[src/rtl/ext_int_ctrl.sv]
// ext_int_ctrl: four-line external interrupt source with sync/edge capture, mask, fixed priority and reti handshake.
// Optional WAIT timeout is built when INT_TIMEOUT_EN is defined.
module ext_int_ctrl #(
  parameter int PULSE_LEN = 4,
  parameter int GAP_LEN   = 2,
  parameter int TIMEOUT   = 65535
) (
  input  logic       clk,
  input  logic       reset,
  input  logic [3:0] src_req,
  input  logic       reti,
  input  logic       wr_en,
  input  logic [1:0] addr,
  input  logic [7:0] wr_data,
  output logic [7:0] rd_data,
  output logic [3:0] ext_int,
  output logic       busy
);
  localparam int CW = $clog2((PULSE_LEN > GAP_LEN ? PULSE_LEN : GAP_LEN) + 1);
  localparam logic [1:0] IDLE = 2'd0, PULSE = 2'd1, WAIT = 2'd2, GAP = 2'd3;
  logic [1:0] state;
  logic [3:0] s1, s2, s3, pending, mask, avail, sel, rise, w1c;
  logic [2:0] active_id, pick_id;
  logic [CW-1:0] cnt;
  logic reti_seen, timeout_flag, tmo, tf_clr, unused;
  assign busy = state != IDLE;
  assign rise = s2 & ~s3;
  assign avail = pending & mask;
  assign sel = avail & (~avail + 4'd1);
  assign w1c = (wr_en && addr == 2'd1) ? wr_data[3:0] : 4'd0;
  assign tf_clr = wr_en && addr == 2'd2;
  assign unused = ^wr_data[7:4];
  always_comb pick_id = avail[0] ? 3'd1 : avail[1] ? 3'd2 : avail[2] ? 3'd3 : avail[3] ? 3'd4 : 3'd0;
  always_ff @(posedge clk) begin
    if (reset) begin
      {s1, s2, s3, pending} <= '0;
      mask <= 4'hF;
      rd_data <= '0;
      ext_int <= '0;
      state <= IDLE;
      active_id <= '0;
      cnt <= '0;
      reti_seen <= 1'b0;
    end else begin
      {s1, s2, s3} <= {src_req, s1, s2};
      // a fresh edge beats both the W1C and the dispatch clear
      pending <= (pending & ~w1c & ~((state == IDLE) ? sel : 4'd0)) | rise;
      if (wr_en && addr == 2'd0) mask <= wr_data[3:0];
      rd_data <= addr == 2'd0 ? {4'd0, mask} :
                 addr == 2'd1 ? {4'd0, pending} :
                 addr == 2'd2 ? {3'd0, timeout_flag, busy, active_id} : 8'd0;
      case (state)
        IDLE: if (|avail) begin
          state <= PULSE;
          ext_int <= sel;
          active_id <= pick_id;
          cnt <= CW'(1);
          reti_seen <= 1'b0;
        end
        PULSE: if (cnt == CW'(PULSE_LEN)) begin
          ext_int <= '0;
          state <= (reti_seen || reti) ? GAP : WAIT;
          cnt <= CW'(1);
        end else begin
          cnt <= cnt + CW'(1);
          reti_seen <= reti_seen | reti;
        end
        WAIT: if (reti || tmo) begin
          state <= GAP;
          cnt <= CW'(1);
        end
        GAP: if (cnt == CW'(GAP_LEN)) begin
          state <= IDLE;
          active_id <= '0;
        end else cnt <= cnt + CW'(1);
      endcase
    end
  end
`ifdef INT_TIMEOUT_EN
  localparam int TW = $clog2(TIMEOUT + 1);
  logic [TW-1:0] tcnt;
  assign tmo = state == WAIT && !reti && tcnt == TW'(TIMEOUT - 1);
  always_ff @(posedge clk) begin
    if (reset) begin
      tcnt <= '0;
      timeout_flag <= 1'b0;
    end else begin
      tcnt <= state == WAIT ? tcnt + TW'(1) : '0;
      timeout_flag <= tmo | (timeout_flag & ~tf_clr);
    end
  end
`else
  logic unused_t;
  assign unused_t = tf_clr ^ (TIMEOUT != 0);
  assign tmo = 1'b0;
  assign timeout_flag = 1'b0;
`endif
endmodule
[config.mk]
export PLATFORM = sky130hd
export DESIGN_NAME = ext_int_ctrl
export DESIGN_NICKNAME = d
export VERILOG_FILES = /design/src/rtl/ext_int_ctrl.sv
export SDC_FILE = /design/constraint.sdc
export NUM_CORES = 1
export LEC_CHECK = 0
export CORE_ASPECT_RATIO = 0.6
export CORE_UTILIZATION = 51
export DETAILED_ROUTE_END_ITERATION = 8
export PLACE_DENSITY = 0.78
export SYNTH_ARGS = -nofsm -noshare
export SYNTH_HDL_FRONTEND = slang
export SYNTH_SLANG_ARGS = --single-unit
[constraint.sdc]
create_clock -name clk -period 2.7 [get_ports clk]
set_clock_uncertainty 0.2 [all_clocks]
set_input_delay 0.54 -clock clk [delete_from_list [all_inputs] [get_ports clk]]
set_output_delay 0.54 -clock clk [all_outputs]
set_load 0.01 [all_outputs]
; Word level (Yosys, flattened, before mapping)
; Index checks and enable logic that the tools add are counted.
[word_totals]
n_memories = 0
output_inout_bits = 13
input_bits = 18
wordCells = 82
latch_bits = 0
reg_bits = 41
rom_bits = 0
ram_bits = 0
[classes]
add_sub_neg = 2
n_reduce_logical = 15
bitwise = 11
n_mux = 29
multipliers = 0
div_mod_pow = 0
order_cmp = 0
shifts = 0
eq_ne = 13
[ops]
columns = cell, count
row1 = $mux W3, 10
row2 = $mux W4, 7
row3 = $and A4 B4 Y4, 5
row4 = $not A4 Y4, 4
row5 = $pmux W3 S4, 1
row6 = $reduce_and A3 Y1, 4
row7 = $ne A2 B2 Y1 const B, 5
row8 = $mux W2, 4
row9 = $pmux W2 S4, 1
row10 = $pmux W4 S2, 1
row11 = $eq A2 B2 Y1 const B, 3
row12 = $pmux W3 S2, 1
row13 = $reduce_bool A2 Y1, 3
row14 = $add A4 B1 Y4 const B, 1
row15 = $eq A2 B1 Y1 const B, 2
row16 = $logic_not A2 Y1, 2
row17 = $or A4 B4 Y4, 1
row18 = $reduce_and A4 Y1, 1
row19 = $reduce_or A4 Y1, 1
row20 = $add A3 B1 Y3 const B, 1
row21 = $eq A3 B2 Y1 const B, 1
row22 = $eq A3 B3 Y1 const B, 1
row23 = $mux W1, 3
row24 = $reduce_or A3 Y1, 1
row25 = other kinds (5), 6

; Depth between registers and ports, before layout
; Gate-level depths: netlist of the first run.
[logic_depth]
ltp_word = 8
mapped_depth = 7
mapped_depth_nobuf = 6

; Worst setup path after synthesis of the first run
; Ideal clock, no wire load.
[synth_timing]
path_type = register to register
start = register state[0]
end = register cnt[0]
period_less_slack_ns = 1.970
setup_time_ns = 0.116
path_stages_with_launch = 7
t_arrival_ns = 1.654
setup_slack_ns = 0.730
cell_sequence = dfxtp_1 -> inv_1 -> ha_1 -> a21boi_0 -> a221oi_1 -> o2111ai_1 -> o211a_1
[synth_between]
elab_chain_cells = 3
word_cells_on_any_way = 9
[synth_rtl]
columns = element, line_no
row1 = "start, declared", 21  ; logic [1:0] state;
row2 = "start signal, assigned", 62  ; state <= (reti_seen || reti) ? GAP : WAIT;
row3 = $eq A2 B2 Y1 or $logic_not A2 Y1 (tied branches), 52  ; case (state)
row4 = $ne A2 B2 Y1 (no line) or $ne A2 B1 Y1 (tied branches), --
row5 = $reduce_and A3 Y1 (no line), --
row6 = "end signal, assigned", 65  ; cnt <= cnt + CW'(1);
row7 = "end signal, assigned", 75  ; end else cnt <= cnt + CW'(1);
row8 = "end, declared", 24  ; logic [CW-1:0] cnt;
; Several ways; a longest one is shown, not always the timed one.
; A chain may end at the register's enable or synchronous reset.

; Worst setup path in the final report of the first run
[layout_timing]
start = register state[0]
end = output busy
[layout_between]
elab_chain_cells = 1
[layout_rtl]
columns = element, line_no
row1 = $reduce_bool A2 Y1, 26  ; assign busy = state != IDLE;
row2 = "end, declared", 17  ; output logic busy
; No other way between the ends.

==> metrics.txt, run 1 <==
Tmin final 2.50 ns; reg2reg end cnt[0]; CTS tree yes; WL met2 1420 um; CTS buffer count 5; core area 0.00298 mm2; RePlAce Congestion 0.841; P_leak 0.830 nW; M1 WL 1520 um; CP Launch Point state[0]; Post-synth EDFFs 0; chip height 46.3 um; fraction of registers with async set or reset after synthesis 0; CTS Hold Buffers Added 0; synthesized flop and latch total 37; Sink Count 37; unique cell type count in the Yosys netlist 44; global-route wire length before repair 5440 um; Detailed Place HPWL 2480 um; Area growth syn-to-layout 20.9%; Slew HR 0.534; metal3 WL 314 um; initial antenna violation count 0; clock tree buffer depth 2; Fin Setup TNS 0 ns; PortBufs 22; CP required 1.96 ns; hold depth 1; Data arrival, critical path 1.76 ns; Mapped Cells 179; cts repair resizes 0; Top Ports 31; top post-synthesis cells by area dfxtp_1, mux2i_1, nor2b_1; most common cell after layout, fill and taps aside dfxtp_1; synth warn 0; # DRC 0; Post-Place Cells 239; Vias 1,353; CP Max Fanout 10; sequential cell area fraction in the yosys report 0.444; vias in the first global route 1,226; Skew-Pair Late Insertion Delay 0.30 ns; Post-Syn Area 0.00167 mm2; CTS root buf clkbuf_8; largest net degree at the start of global routing 21; reg2reg setup slack 0.46 ns; max-slew violations 0; Iteration-0 DRC Markers 79; number of setup buffers added after CTS 0; initial core utilization 0.558; grt ovf 0; startpoint types register; syn avg cell area 9.31 um2; layout cells sized above 1 0.0780; Routed WL per cell 13.3 um; Finished Layout Cells 247; unrepaired setup endpoints after global routing no; hold endpoint pending[2]; Antenna Cells 0; Antenna Nets Post-Route 0; # nets final 229; Setup violations, final 0; Slew @ Worst Pin 0.693 ns; fin crit share 0.927; FP Rows 15; overall global routing resource usage 0.221; PD cells 784 mW/mm2; Via density 5.48; Achievable Freq 399 MHz; prevailing post-synth register cell dfxtp_1; post-synth top area cell dfxtp_1; reg2reg path depth 6; min-delay worst type register to register; DIE WIDTH 75.8 um; drt first pass iters 6; area share of the largest cell type after synthesis 0.444; Clock Pin Slew Worst Setup and Hold Paths 0.08 ns; total of max-cap violations 0; status finished, final reports clean; Filler cells 241; commonest non-fill, non-tap cells in the layout dfxtp_1, clkdlybuf4s50_1, nor2_1, nor2b_1, nand2_1; htree depth 2; WS Path Type register to primary output; RR Startpoint state[0]; Die ar. 0.00351 mm2; Peak supply drop 0.000422 V; hold wc startpoint s3[2]; Hold Vio Cnt, Final 0; uppermost routed layer met4; final wirelength 3280 um; CP Capture Type primary output
==> layout make-up <==
cell class                      instances  area [um2]  share of cell area
Multi-Input combinational cell        124         843               0.418
Tap cell                               42        52.6              0.0261
Timing Repair Buffer                   26         250               0.124
Clock buffer                            5        68.8              0.0341
Sequential cell                        37         741               0.367
Inverter                               10        37.5              0.0186
Clock inverter                          3        22.5              0.0112
==> metal layers <==
layer / vias up / track usage
li1: 668 / -
met1: 620 / 0.290
met2: 59 / 0.336
met3: 6 / 0.0766
met4: 0 / 0.0815
met5: - / 0
==> cell usage after synthesis (2+ instances only) <==
cell       number
dfxtp_1        37
nor2_1         16
nor2b_1        15
nand2_1        14
inv_1          10
mux2i_1        10
a21oi_1         8
ha_1            7
clkbuf_1        6
buf_4           4
a221oi_1        3
a22oi_1         3
nand2b_1        3
nand3_1         3
o21a_1          3
o21ai_0         3
a21boi_0        2
a32oi_1         2
nand3b_1        2
nor3b_1         2
o2111ai_1       2
o31ai_1         2
==> how the worst max path moves through the flow <==
stage	to	cells after the start
floorplan	cnt[0]	6
CTS	busy	5
global placement	cnt[0]	5
finish	busy	5
detailed placement	cnt[0]	5
global route	busy	5
==> through the flow <==
step / hold slack [ns] / utilization / cell area, um2 / setup slack (ns) / total power, mW
4_1_cts: 0.225 / 0.675 / 2020 / 0.186 / 1.58
6_report: 0.223 / 0.675 / 2020 / 0.196 / 1.58
5_1_grt: 0.239 / 0.675 / 2020 / 0.127 / 1.68
2_1_floorplan: 0.199 / - / 1680 / 0.730 / 1.04
3_3_place_gp: 0.204 / 0.645 / 1920 / 0.424 / 1.18
3_5_place_dp: 0.213 / 0.645 / 1920 / 0.408 / 1.20
==> power by group <==
part           switching (mW)  leakage [nW]  internal, mW
combinational           0.298         0.479         0.251
clock                   0.204        0.0481         0.183
sequential             0.0419         0.303         0.602
==> flip-flops by register name, summed over array words and instances (netlist names) <==
| register | cells |
|---|---|
| reti_seen | 1 |
| s2 | 4 |
| state | 2 |
| cnt | 3 |
| s3 | 4 |
| active_id | 3 |
| mask | 4 |
| s1 | 4 |
| ext_int | 4 |
| rd_data | 4 |
| pending | 4 |
==> worst max-delay path, stage by stage, from the launching register on <==
cell and delay (ns):
dfxtp_1 0.38, inv_1 0.10, ha_1 0.22, buf_4 0.18, inv_1 0.07, clkdlybuf4s50_1 0.53
==> logic make-up (layout without fill, tap and decap cells) <==
group / after synthesis / in the layout / share of synthesized area
buffers and inverters: 21 / 44 / 0.0563
DFF: 37 / 37 / 0.444
AOI/OAI and AO/OA: 41 / 41 / 0.188
adders and majority gates: 7 / 7 / 0.0526
other: 1 / 4 / 0.00225
muxes: 10 / 10 / 0.0601
and+or+nand+nor: 62 / 62 / 0.197
(Power assumes the default switching activity.)
==> run 2: changes to the inputs <==
clock period = 2.8 ns   (was 2.7 ns; I/O delays follow)
==> run 2 against run 1 <==
  * Critical path depth down 1
  * Final cell count decreased by 0.40%
  * Largest cell class unchanged
  * Via count fell by 3.2%
  * Wire length decreased by 1.6%
  * Final area down 0.37%
  * First-iteration DRC count rose by 16%
  * Utilization shrank 0.25 points
==> metrics.txt, run 2 (synthesis gave the netlist of run 1 again) <==
Peak supply drop 0.000310 V; htree depth 2; CP Launch Point state[0]; CP required 2.04 ns; CTS buffer count 5; CTS root buf clkbuf_8; Routed WL per cell 13.1 um; Top Ports 31; DIE WIDTH 75.8 um; worst slack on hold paths 0.229 ns; end of the critical path busy; drt first pass iters 4; Tmin final 2.53 ns; Slew HR 0.525; initial core utilization 0.558; Clock Pin Slew Worst Setup and Hold Paths 0.08 ns; PortBufs 22; unrepaired setup endpoints after global routing no; Post-Place Cells 238; number of setup buffers added after CTS 0; P_leak 0.825 nW; Antenna Cells 0; cell repeated most along the worst path inv_1; Vias 1,310; CP peak stage delay 0.54 ns; Via density 5.33; vias in the first global route 1,179; max-slew violations 0; reg2reg path depth 6; Hold Vio Cnt, Final 0; Data arrival, critical path 1.77 ns; Iteration-0 DRC Markers 92; Post-Place Cell Area 0.00192 mm2; CP Max Fanout 11; layout cells sized above 1 0.0735; most common cell after layout, fill and taps aside dfxtp_1; commonest non-fill, non-tap cells in the layout dfxtp_1, clkdlybuf4s50_1, nor2_1, nor2b_1, nand2_1; grt ovf 0; startpoint types register; Detailed Place HPWL 2400 um; Area growth syn-to-layout 20.5%; initial antenna violation count 0; total of max-cap violations 0; core area 0.00298 mm2; chip height 46.3 um; Finished Layout Cells 246; min-delay worst type register to register; cts repair resizes 0; Antenna Nets Post-Route 0; ordered list of cells on the worst path inv_1 -> ha_1 -> inv_1 -> clkdlybuf4s50_1; # DRC 0; RePlAce Congestion 0.843; status finished, final reports clean; # nets final 228; largest net degree at the start of global routing 21; PD cells 753 mW/mm2; reg2reg end state[0]; CTS Hold Buffers Added 0; Achievable Freq 395 MHz; CTS tree yes; reg2reg setup slack 0.33 ns; FP Rows 15; Pwr Total 1.51 mW; RR Startpoint state[0]; CP Capture Type primary output; Sink Count 37; Die ar. 0.00351 mm2; global-route wire length before repair 5310 um; overall global routing resource usage 0.213; Fin Setup TNS 0 ns; WS Path Type register to primary output; Setup violations, final 0; fin crit share 0.905; final wirelength 3230 um; cell area after layout 0.00201 mm2; CP max stage cell clkdlybuf4s50_1; clock tree buffer depth 2; Slew @ Worst Pin 0.705 ns; Skew-Pair Late Insertion Delay 0.29 ns
## run 2: changes by cell type in the layout (fill, tap and decap cells not counted), sizes merged
cell / before / now
buf: 4 / 3
## run 2: routing by layer
layer / up-vias / track usage / share of wire
met3: 5 / 0.0832 / 0.084
met1: 589 / 0.286 / 0.50
met5: - / 0 / 0
met4: 0 / 0.0778 / 0.0096
li1: 668 / - / -
met2: 48 / 0.310 / 0.41
## run 2: report_power, final
part	switching [mW]	internal (mW)	total, mW
sequential	0.0401	0.581	0.621
clock	0.197	0.176	0.374
combinational	0.283	0.234	0.517
total	0.521	0.991	1.51
## run 2: worst max-delay path: cells and delay by family, from the launching register on
kind / cells / cell delay [ns]
flip-flops: 1 / 0.38
adder cells (fa/ha/maj): 1 / 0.35
buffers and inverters: 3 / 0.76
## run 2: layout make-up
class                      instances  area [um2]
fill                             246         976
multi-input combinational        124         843
sequential                        37         741
timing repair buffer              25         243
clock buffer                       5        68.8
tap                               42        52.6
inverter                          10        37.5
clock inverter                     3        22.5
## run 2: worst min-delay path by stage
stage                     startpoint          to  cells after the start
final                          s3[2]  pending[2]                      1
after global routing           s2[2]       s3[2]                      2
after CTS                      s2[2]       s3[2]                      2
after detailed placement       s2[2]       s3[2]                      2
after global placement         s3[2]  pending[2]                      1
after floorplan                s3[2]  pending[2]                      1
## run 2: metrics by stage
stage           util  setup WS [ns]
3_5_place_dp   0.642          0.364
6_report       0.673          0.266
4_1_cts        0.673          0.255
5_1_grt        0.673         0.0920
2_1_floorplan      -          0.830
3_3_place_gp   0.642          0.449
==> run 3: changes to the inputs <==
--- a/config.mk
+++ b/config.mk
@@ -8,4 +8,5 @@
 export CORE_ASPECT_RATIO = 0.6
 export CORE_UTILIZATION = 51
+export CTS_BUF_LIST = sky130_fd_sc_hd__clkbuf_16
 export DETAILED_ROUTE_END_ITERATION = 8
 export PLACE_DENSITY = 0.78
==> constraint.sdc (replaced) <==
create_clock -name clk -period 2.8 [get_ports clk]
set_clock_uncertainty 0.2 [all_clocks]
set_input_delay 0.56 -clock clk [delete_from_list [all_inputs] [get_ports clk]]
set_output_delay 0.56 -clock clk [all_outputs]
set_load 0.02 [all_outputs]
==> run 3 against run 2 <==
  * Setup slack worse by 0.036 ns
  * Largest cell class unchanged
  * Worst hold slack worse by 0.012 ns
  * Largest power group unchanged
  * Count of clock-buffer cells in the layout unchanged
==> metrics.txt, run 3 (synthesis gave the netlist of run 1 again) <==
status finished, final reports clean; initial antenna violation count 0; hold endpoint pending[2]; CTS Hold Buffers Added 0; CP peak stage delay 0.60 ns; Sink Count 37; Die ar. 0.00351 mm2; Slew HR 0.514; Hold Vio Cnt, Final 0; ordered list of cells on the worst path inv_1 -> ha_1 -> inv_1 -> clkdlybuf4s50_1; hold wc startpoint s3[2]; PortBufs 22; Routed WL per cell 13.9 um; hold depth 1; Post-Place Cell Area 0.00192 mm2; Setup violations, final 0; PD cells 829 mW/mm2; # DRC 0; number of setup buffers added after CTS 0; Top delay family on crit path buffers and inverters; final wirelength 3410 um; CP Capture Type primary output; commonest non-fill, non-tap cells in the layout dfxtp_1, clkdlybuf4s50_1, nor2_1, nor2b_1, nand2_1; core area 0.00298 mm2; Slew @ Worst Pin 0.723 ns; Fin Setup TNS 0 ns; layout cells sized above 1 0.0735; CP bufs+invs 3; Finished Layout Cells 246; Tmin final 2.57 ns; Top Ports 31; max-slew violations 0; drt first pass iters 4; Vias 1,362; CP Max Fanout 11; DIE WIDTH 75.8 um; total of max-cap violations 0; cts repair resizes 0; Antenna Nets Post-Route 0; fin crit share 0.918; clock tree buffer depth 2; Detailed Place HPWL 2450 um; htree depth 2; RR Startpoint state[0]; Via density 5.54; Skew-Pair Late Insertion Delay 0.28 ns; CP required 2.04 ns; Post-Place Cells 238; Peak supply drop 0.000483 V; min-delay worst type register to register; # nets final 228; P_leak 0.851 nW; FP Rows 15; initial core utilization 0.558; chip height 46.3 um; reg2reg path depth 6; vias in the first global route 1,239; RePlAce Congestion 0.861; most common cell after layout, fill and taps aside dfxtp_1; unrepaired setup endpoints after global routing no; overall global routing resource usage 0.224; startpoint types register; Clock Pin Slew Worst Setup and Hold Paths 0.06 ns; Antenna Cells 0; Area growth syn-to-layout 23.9%; grt ovf 0; reg2reg end state[0]; cell area after layout 0.00206 mm2; global-route wire length before repair 5570 um; CTS buffer count 5; largest net degree at the start of global routing 21; CTS tree yes; reg2reg setup slack 0.31 ns; cell repeated most along the worst path inv_1; CTS root buf clkbuf_16; WS Path Type register to primary output; Achievable Freq 389 MHz; Iteration-0 DRC Markers 89; CP max stage cell clkdlybuf4s50_1; Data arrival, critical path 1.81 ns
-- run 3: cell counts in the layout (fill, tap and decap cells not counted) --
No cell type changed its count.
-- run 3: layer usage --
metal	vias to the layer above	global-route usage	part of all wire
li1	668	-	-
met1	647	0.287	0.48
met2	42	0.335	0.44
met3	5	0.0853	0.072
met4	0	0.107	0.012
met5	-	0	0
-- run 3: stage by stage --
step | util | hold slack (ns) | setup slack (ns) | power, mW
finish | 0.692 | 0.217 | 0.230 | 1.71
global route | 0.692 | 0.236 | 0.121 | 1.81
CTS | 0.692 | 0.221 | 0.225 | 1.72
detailed placement | 0.642 | 0.212 | 0.350 | 1.16
global placement | 0.642 | 0.205 | 0.448 | 1.14
floorplan | - | 0.199 | 0.830 | 1.02
-- run 3: final cells by class --
cell class | instances | area, um2
multi-input cells | 124 | 843
flip-flops and latches | 37 | 741
repair buffers | 25 | 243
clock buffers | 5 | 125
clock inverters | 3 | 22.5
well taps | 42 | 52.6
fillers | 220 | 920
inverters | 10 | 37.5
-- run 3: how the worst max path moves through the flow --
stage	slack [ns]	from	cells after the start	end
finish	0.23	state[0]	4	busy
floorplan	0.83	state[0]	6	cnt[0]
global placement	0.45	state[0]	6	cnt[0]
CTS	0.23	state[0]	4	busy
detailed placement	0.35	state[0]	6	state[0]
global route	0.12	state[0]	4	busy
-- run 3: power by group --
part | leakage (nW) | total (mW) | switching, mW | internal, mW
Sequential | 0.303 | 0.622 | 0.0405 | 0.582
Clock | 0.0738 | 0.548 | 0.218 | 0.331
Combinational | 0.474 | 0.542 | 0.307 | 0.235
Total | 0.851 | 1.71 | 0.565 | 1.15
-- run 3: worst register-to-register path, stage by stage (launching register included) --
cell and delay (ns):
dfxtp_1 0.33, inv_1 0.11, ha_1 0.42, a21boi_0 0.65
a21oi_1 0.27, o21a_1 0.19, a221oi_2 0.23
